## config.mk

```make
export PLATFORM = sky130hd
export DESIGN_NAME = ps2_direction_decoder
export DESIGN_NICKNAME = d
export VERILOG_FILES = /design/src/rtl/ps2_direction_decoder_pkg.sv /design/src/rtl/ps2_direction_decoder_prefix_fsm.sv /design/src/rtl/ps2_direction_decoder.sv
export SDC_FILE = /design/constraint.sdc
export NUM_CORES = 1
export LEC_CHECK = 0
export ABC_AREA = 0
export CORE_MARGIN = 8
export CORE_UTILIZATION = 40
export DETAILED_ROUTE_END_ITERATION = 7
export PLACE_DENSITY = 0.58
export REMOVE_ABC_BUFFERS = 1
export SLEW_MARGIN = 20
export SYNTH_ARGS = -nofsm -noshare
export SYNTH_HDL_FRONTEND = slang
export SYNTH_SLANG_ARGS = --single-unit
```

## constraint.sdc

```tcl
create_clock -name clock -period 2.69 [get_ports clock]
set_input_delay 0.4035 -clock clock [delete_from_list [all_inputs] [get_ports clock]]
set_output_delay 0.4035 -clock clock [all_outputs]
set_load 0.02 [all_outputs]
```

## src/rtl/ps2_direction_decoder_pkg.sv

```systemverilog
// Shared PS/2 scancode constants, direction encoding and prefix FSM states for the direction decoder.
// The direction codes match the encoding the processor wrapper reads at port 4100.
package ps2_pkg;

  localparam logic [7:0] PS2_EXT        = 8'hE0;
  localparam logic [7:0] PS2_BRK        = 8'hF0;
  localparam logic [7:0] KEY_UP_EXT     = 8'h75;
  localparam logic [7:0] KEY_RIGHT_EXT  = 8'h74;
  localparam logic [7:0] KEY_DOWN_EXT   = 8'h72;
  localparam logic [7:0] KEY_LEFT_EXT   = 8'h6B;
  localparam logic [7:0] KEY_UP_WASD    = 8'h1D;
  localparam logic [7:0] KEY_RIGHT_WASD = 8'h23;
  localparam logic [7:0] KEY_DOWN_WASD  = 8'h1B;
  localparam logic [7:0] KEY_LEFT_WASD  = 8'h1C;

  typedef enum logic [2:0] {
    DIR_NONE  = 3'd0,
    DIR_UP    = 3'd1,
    DIR_RIGHT = 3'd2,
    DIR_DOWN  = 3'd3,
    DIR_LEFT  = 3'd4
  } dir_t;

  typedef enum logic [1:0] {
    ST_IDLE,
    ST_GOT_E0,
    ST_GOT_F0,
    ST_GOT_E0F0
  } prefix_state_t;

  // Maps a completed scancode to a direction; WASD codes count only when enabled.
  function automatic dir_t map_code(input logic [7:0] code, input logic is_ext, input logic wasd_en);
    dir_t d;
    d = DIR_NONE;
    if (is_ext) begin
      case (code)
        KEY_UP_EXT:    d = DIR_UP;
        KEY_RIGHT_EXT: d = DIR_RIGHT;
        KEY_DOWN_EXT:  d = DIR_DOWN;
        KEY_LEFT_EXT:  d = DIR_LEFT;
        default:       d = DIR_NONE;
      endcase
    end else if (wasd_en) begin
      case (code)
        KEY_UP_WASD:    d = DIR_UP;
        KEY_RIGHT_WASD: d = DIR_RIGHT;
        KEY_DOWN_WASD:  d = DIR_DOWN;
        KEY_LEFT_WASD:  d = DIR_LEFT;
        default:        d = DIR_NONE;
      endcase
    end
    return d;
  endfunction

  // Held-bit layout is {left, down, right, up}.
  function automatic logic [3:0] dir_onehot(input dir_t d);
    logic [3:0] oh;
    case (d)
      DIR_UP:    oh = 4'b0001;
      DIR_RIGHT: oh = 4'b0010;
      DIR_DOWN:  oh = 4'b0100;
      DIR_LEFT:  oh = 4'b1000;
      default:   oh = 4'b0000;
    endcase
    return oh;
  endfunction

  function automatic dir_t pick_priority(input logic [3:0] held);
    dir_t d;
    if (held[0])      d = DIR_UP;
    else if (held[1]) d = DIR_RIGHT;
    else if (held[2]) d = DIR_DOWN;
    else if (held[3]) d = DIR_LEFT;
    else              d = DIR_NONE;
    return d;
  endfunction

endpackage

```

## src/rtl/ps2_direction_decoder_prefix_fsm.sv

```systemverilog
// Byte-strobe edge detect, E0/F0 prefix tracking and prefix timeout.
// Emits a one-cycle key event in the same cycle the final byte of a code is accepted.
module ps2_prefix_fsm
  import ps2_pkg::*;
#(
  parameter int PREFIX_TIMEOUT = 50000000,
  parameter int TIMEOUT_W      = 32
) (
  input  logic       clock,
  input  logic       reset,
  input  logic       ps2_key_pressed,
  input  logic [7:0] ps2_out,
  output logic       event_valid,
  output logic       event_is_break,
  output logic       event_is_ext,
  output logic [7:0] event_code
);

  localparam logic [TIMEOUT_W-1:0] TIMEOUT_LAST = TIMEOUT_W'(PREFIX_TIMEOUT - 1);

  prefix_state_t          state_q, state_d;
  logic [TIMEOUT_W-1:0]   cnt_q, cnt_d;
  logic                   key_q;
  logic                   accept;

  assign accept     = ps2_key_pressed & ~key_q;
  assign event_code = ps2_out;

  always_comb begin
    state_d        = state_q;
    cnt_d          = cnt_q;
    event_valid    = 1'b0;
    event_is_break = 1'b0;
    event_is_ext   = 1'b0;
    if (accept) begin
      cnt_d = '0;
      case (state_q)
        ST_IDLE: begin
          if (ps2_out == PS2_EXT)      state_d = ST_GOT_E0;
          else if (ps2_out == PS2_BRK) state_d = ST_GOT_F0;
          else                         event_valid = 1'b1;
        end
        ST_GOT_E0: begin
          if (ps2_out == PS2_BRK)      state_d = ST_GOT_E0F0;
          else if (ps2_out == PS2_EXT) state_d = ST_GOT_E0;
          else begin
            event_valid  = 1'b1;
            event_is_ext = 1'b1;
            state_d      = ST_IDLE;
          end
        end
        ST_GOT_F0: begin
          event_valid    = 1'b1;
          event_is_break = 1'b1;
          state_d        = ST_IDLE;
        end
        default: begin
          event_valid    = 1'b1;
          event_is_break = 1'b1;
          event_is_ext   = 1'b1;
          state_d        = ST_IDLE;
        end
      endcase
    end else if (state_q != ST_IDLE) begin
      // A stalled prefix is dropped silently rather than completing a code.
      if (cnt_q == TIMEOUT_LAST) begin
        state_d = ST_IDLE;
        cnt_d   = '0;
      end else begin
        cnt_d = cnt_q + TIMEOUT_W'(1);
      end
    end
  end

  always_ff @(posedge clock) begin
    if (reset) begin
      state_q <= ST_IDLE;
      cnt_q   <= '0;
      key_q   <= 1'b0;
    end else begin
      state_q <= state_d;
      cnt_q   <= cnt_d;
      key_q   <= ps2_key_pressed;
    end
  end

endmodule

```

## src/rtl/ps2_direction_decoder.sv

```systemverilog
// PS/2 arrow/WASD tracker producing a one-hot-or-zero direction plus its 0..4 code.
// The most recently pressed held key wins; on its release a fixed priority picks the successor.
module ps2_direction_decoder
  import ps2_pkg::*;
#(
  parameter bit ENABLE_WASD    = 1'b1,
  parameter int PREFIX_TIMEOUT = 50000000,
  parameter int TIMEOUT_W      = 32
) (
  input  logic       clock,
  input  logic       reset,
  input  logic       ps2_key_pressed,
  input  logic [7:0] ps2_out,
  output logic       upSig,
  output logic       rightSig,
  output logic       downSig,
  output logic       leftSig,
  output logic [2:0] dir_code,
  output logic [3:0] held
);

  logic       ev_valid, ev_break, ev_ext;
  logic [7:0] ev_code;
  dir_t       ev_dir;
  logic [3:0] ev_oh;

  logic [3:0] held_q, held_d;
  dir_t       last_q, last_d;
  logic       last_v_q, last_v_d;
  dir_t       out_dir_q, out_dir_d;
  logic [3:0] sig_q, sig_d;
  dir_t       successor;

  ps2_prefix_fsm #(
    .PREFIX_TIMEOUT (PREFIX_TIMEOUT),
    .TIMEOUT_W      (TIMEOUT_W)
  ) u_prefix (
    .clock           (clock),
    .reset           (reset),
    .ps2_key_pressed (ps2_key_pressed),
    .ps2_out         (ps2_out),
    .event_valid     (ev_valid),
    .event_is_break  (ev_break),
    .event_is_ext    (ev_ext),
    .event_code      (ev_code)
  );

  assign ev_dir = map_code(ev_code, ev_ext, ENABLE_WASD);
  assign ev_oh  = dir_onehot(ev_dir);

  always_comb begin
    held_d    = held_q;
    last_d    = last_q;
    last_v_d  = last_v_q;
    successor = DIR_NONE;
    if (ev_valid && (ev_dir != DIR_NONE)) begin
      if (!ev_break) begin
        held_d   = held_q | ev_oh;
        last_d   = ev_dir;
        last_v_d = 1'b1;
      end else begin
        held_d = held_q & ~ev_oh;
        if (last_q == ev_dir) begin
          successor = pick_priority(held_d);
          if (successor == DIR_NONE) begin
            last_v_d = 1'b0;
          end else begin
            last_d = successor;
          end
        end
      end
    end
  end

  // Outputs derive from a single direction value, so they are one-hot-or-zero by construction.
  always_comb begin
    out_dir_d = last_v_q ? last_q : DIR_NONE;
    sig_d     = dir_onehot(out_dir_d);
  end

  always_ff @(posedge clock) begin
    if (reset) begin
      held_q    <= 4'b0000;
      last_q    <= DIR_NONE;
      last_v_q  <= 1'b0;
      out_dir_q <= DIR_NONE;
      sig_q     <= 4'b0000;
    end else begin
      held_q    <= held_d;
      last_q    <= last_d;
      last_v_q  <= last_v_d;
      out_dir_q <= out_dir_d;
      sig_q     <= sig_d;
    end
  end

  assign upSig    = sig_q[0];
  assign rightSig = sig_q[1];
  assign downSig  = sig_q[2];
  assign leftSig  = sig_q[3];
  assign dir_code = out_dir_q;
  assign held     = held_q;

endmodule
```

==> impl_metrics.yaml <==
die:
  die_area_sq_um: 9460
  start_util_pct: 41.3
  row_count: 29
  die_height_um: 97.2
  die_w_um: 97.2
  coreArea_sq_um: 6390
  boundaryPins: 22
global_routing:
  grt_max_degree: 32
  grt_pass1_wl_mm: 10.4
  grt-ovfl-total: 0
  grt_pass1_vias: 2328
  antenna_found_initial: 0
  grt_usage_pct: 12.7
power:
  power_mw: 1.27
  power.density_nw_per_um2: 377
  switching_share_pct: 23.6
  p_sw_mw: 0.299
  ir_drop_mv: 0.290
  internal_power_mw: 0.970
  p_seq_share_pct: 58.4
  power.share.combinational_pct: 7.5
  p_leak_nw: 1.18
  p_clk_share_pct: 34.1
finish:
  n_antenna_cell: 0
  layout.cells.non_filler: 443
  nNetsFinal: 378
  final_core_util_pct: 52.7
  multi_input_area_sq_um: 1640
  seqCellArea_sq_um: 1000
  drive_gt1_share_pct: 19.7
  area.growth.synth_to_final_pct: 27.4
  nFillCells: 618
  design_area_sq_um: 3360
timing:
  fin_crit_sh_pct: 96.6
  fin_ws_ps: 91.4
  final_hold_viol_count: 0
  tns_ps: 0
  max_slew_margin_pct: 66.9
  setup_viol: 0
  rsz0062_at_grt: "no"
  drv_slew: 0
  min_period_ps: 2600
  fin_skew_ps: 4.20
  max_clock_freq_ghz: 0.385
  worst_pin_slew_ps: 492
  whs_ps: 516
yosys:
  syn_avg_cell_area_sq_um: 8.60
  ys_async_sr_fraction_pct: 0
  synth_ff_type: "dfxtp_1"
  synth_edf_count: 0
  synth_area_leader_cell: "dfxtp_1"
  synth.top_cell.area_share_pct: 37.9
  yosys-top-cells-count: "52 x nor2_1, 50 x dfxtp_1, 27 x nand2_1"
  synth.area.top_cells: "dfxtp_1 38%, nor2_1 7.4%, xor2_1 5.6%"
  syn_area_sq_um: 2640
  yosysSeqAreaShare_pct: 37.9
  synth.most_common_cell: "nor2_1"
  synthDistinctLibCells: 57
  ys_warn_count: 0
  ys_seq_elements: 50
  syn_inst: 307
drt:
  vias: 2315
  avgViaCountPerCell: 5.23
  drt_iter0_markers: 96
  wl_per_cell_um: 13.3
  ant_nets: 0
  wirelength_mm: 5.88
  dr.pass1.iters: 4
  drc: 0
clock_tree:
  htreeDepth: 2
  clock-sinks: 50
  cts_tree: "yes"
  clockBufferDepth: 2
  clk_pin_slew_worst_paths_ps: 90
  cts_root_buffer: "clkbuf_8"
  cts_buffers: 5
  clk_latency_ps: 300
worst_setup_path:
  cp.arrival_ps: 2830
  criticalPathCategory: "in -> reg"
  critPathRequiredTime_ps: 2930
  endpoint_kind: "register"
  critPathMaxFanout: 5
  reg2reg_slack_ps: 340
  startpoint_type: "input port"
run:
  drv_cap: 0
worst_hold_path:
  worstHoldPathType: "reg -> reg"
placed_design:
  port_buffers: 21
  dp_hpwl_mm: 4.40
  globalplace.congestion: 0.870
  dp.cells: 437
  post_dp_cell_area_sq_um: 3230
  place_ws_ps: -450
status:
  status: "complete, no violations"
[power by group through the flow]
stage	clock [mW]	combinational, mW	sequential (mW)
5_1_grt	0.480	0.104	0.742
3_5_place_dp	0	0.0937	0.759
4_1_cts	0.452	0.0942	0.742
6_report	0.433	0.0951	0.742
3_3_place_gp	0	0.0934	0.759
2_1_floorplan	0	0.0308	0.759
[area by class of cell]
cell class | instances | area share (%)
inverter | 6 | 0.670
timing repair buffer | 61 | 15.6
tap | 77 | 2.86
sequential | 50 | 29.8
clock buffer | 5 | 2.05
clock inverter | 2 | 0.409
multi-input combinational | 242 | 48.7
[kinds of logic (layout without fill, tap and decap cells)]
kind of cell             after synthesis  in the layout  synth area share (%)
AO/OA/AOI/OAI                         46             46                  14.6
XOR/XNOR                              30             30                  9.95
adder cells (fa/ha/maj)                1              1                 0.474
buffers and inverters                 15             74                  2.27
flip-flops                            50             50                  37.9
multiplexers                           7              7                  3.32
AND/OR/NAND/NOR                      158            158                  31.4
[worst max-delay path: stages]
cell and delay, ps:
clkdlybuf4s50_1 470, or4b_4 520, o311a_4 360, buf_4 160, mux2i_4 180, buf_4 150, a22o_4 220, o2bb2ai_4 180
mux2i_1 190
[routing by layer]
metal  wire length, um  GRT usage, %
met3               147          2.35
met2              2760          21.1
met4               116          5.36
met5                 0             0
met1              2850          15.6
[what timing repair did]
item / in CTS / in global routing
pin swaps: 5 / 4
buffers inserted: 0 / 0
hold endpoints to repair: 0 / 0
gates resized for setup: 3 / 13
cloned: 0 / 0
hold buffers: 0 / 0
endpoints found under the setup margin: 4 / 4
[state kept, by name, summed over array words and instances (netlist names), named ones only]
register,flops
u_prefix.cnt_q,32
sig_q,4
dir_code,3
last_q,3
u_prefix.state_q,2
last_v_q,1
u_prefix.key_q,1
[layout by cell type (no fill, tap or decap), types with 2 or more instances in the layout]
cell type / count
or3_1: 4
and2_1: 2
nand3_1: 11
nor4b_1: 2
nor3_1: 10
and4b_1: 2
nor3b_1: 2
and3_1: 6
xnor2_1: 12
nor2b_1: 3
mux2i_1: 4
a21oi_1: 10
nand2_1: 27
buf_4: 39
nor4_1: 5
nand2b_1: 6
xor2_1: 17
or2_2: 3
dfxtp_1: 50
a211oi_1: 4
o21ai_1: 3
clkdlybuf4s50_1: 21
nor2_1: 52
nand4_1: 8
o21ai_0: 7
clkbuf_8: 5
inv_1: 6
nand3b_1: 4
[path summary, 6_finish.rpt]
kind | end | cells after the start | start
max | last_q[2] | 9 | ps2_out[2]
min | u_prefix.cnt_q[21] | 2 | u_prefix.cnt_q[21]
max reg2reg | last_q[2] | 9 | u_prefix.state_q[0]
min reg2reg | u_prefix.cnt_q[21] | 2 | u_prefix.cnt_q[21]
No activity file was read; power rests on OpenSTA's default activity.
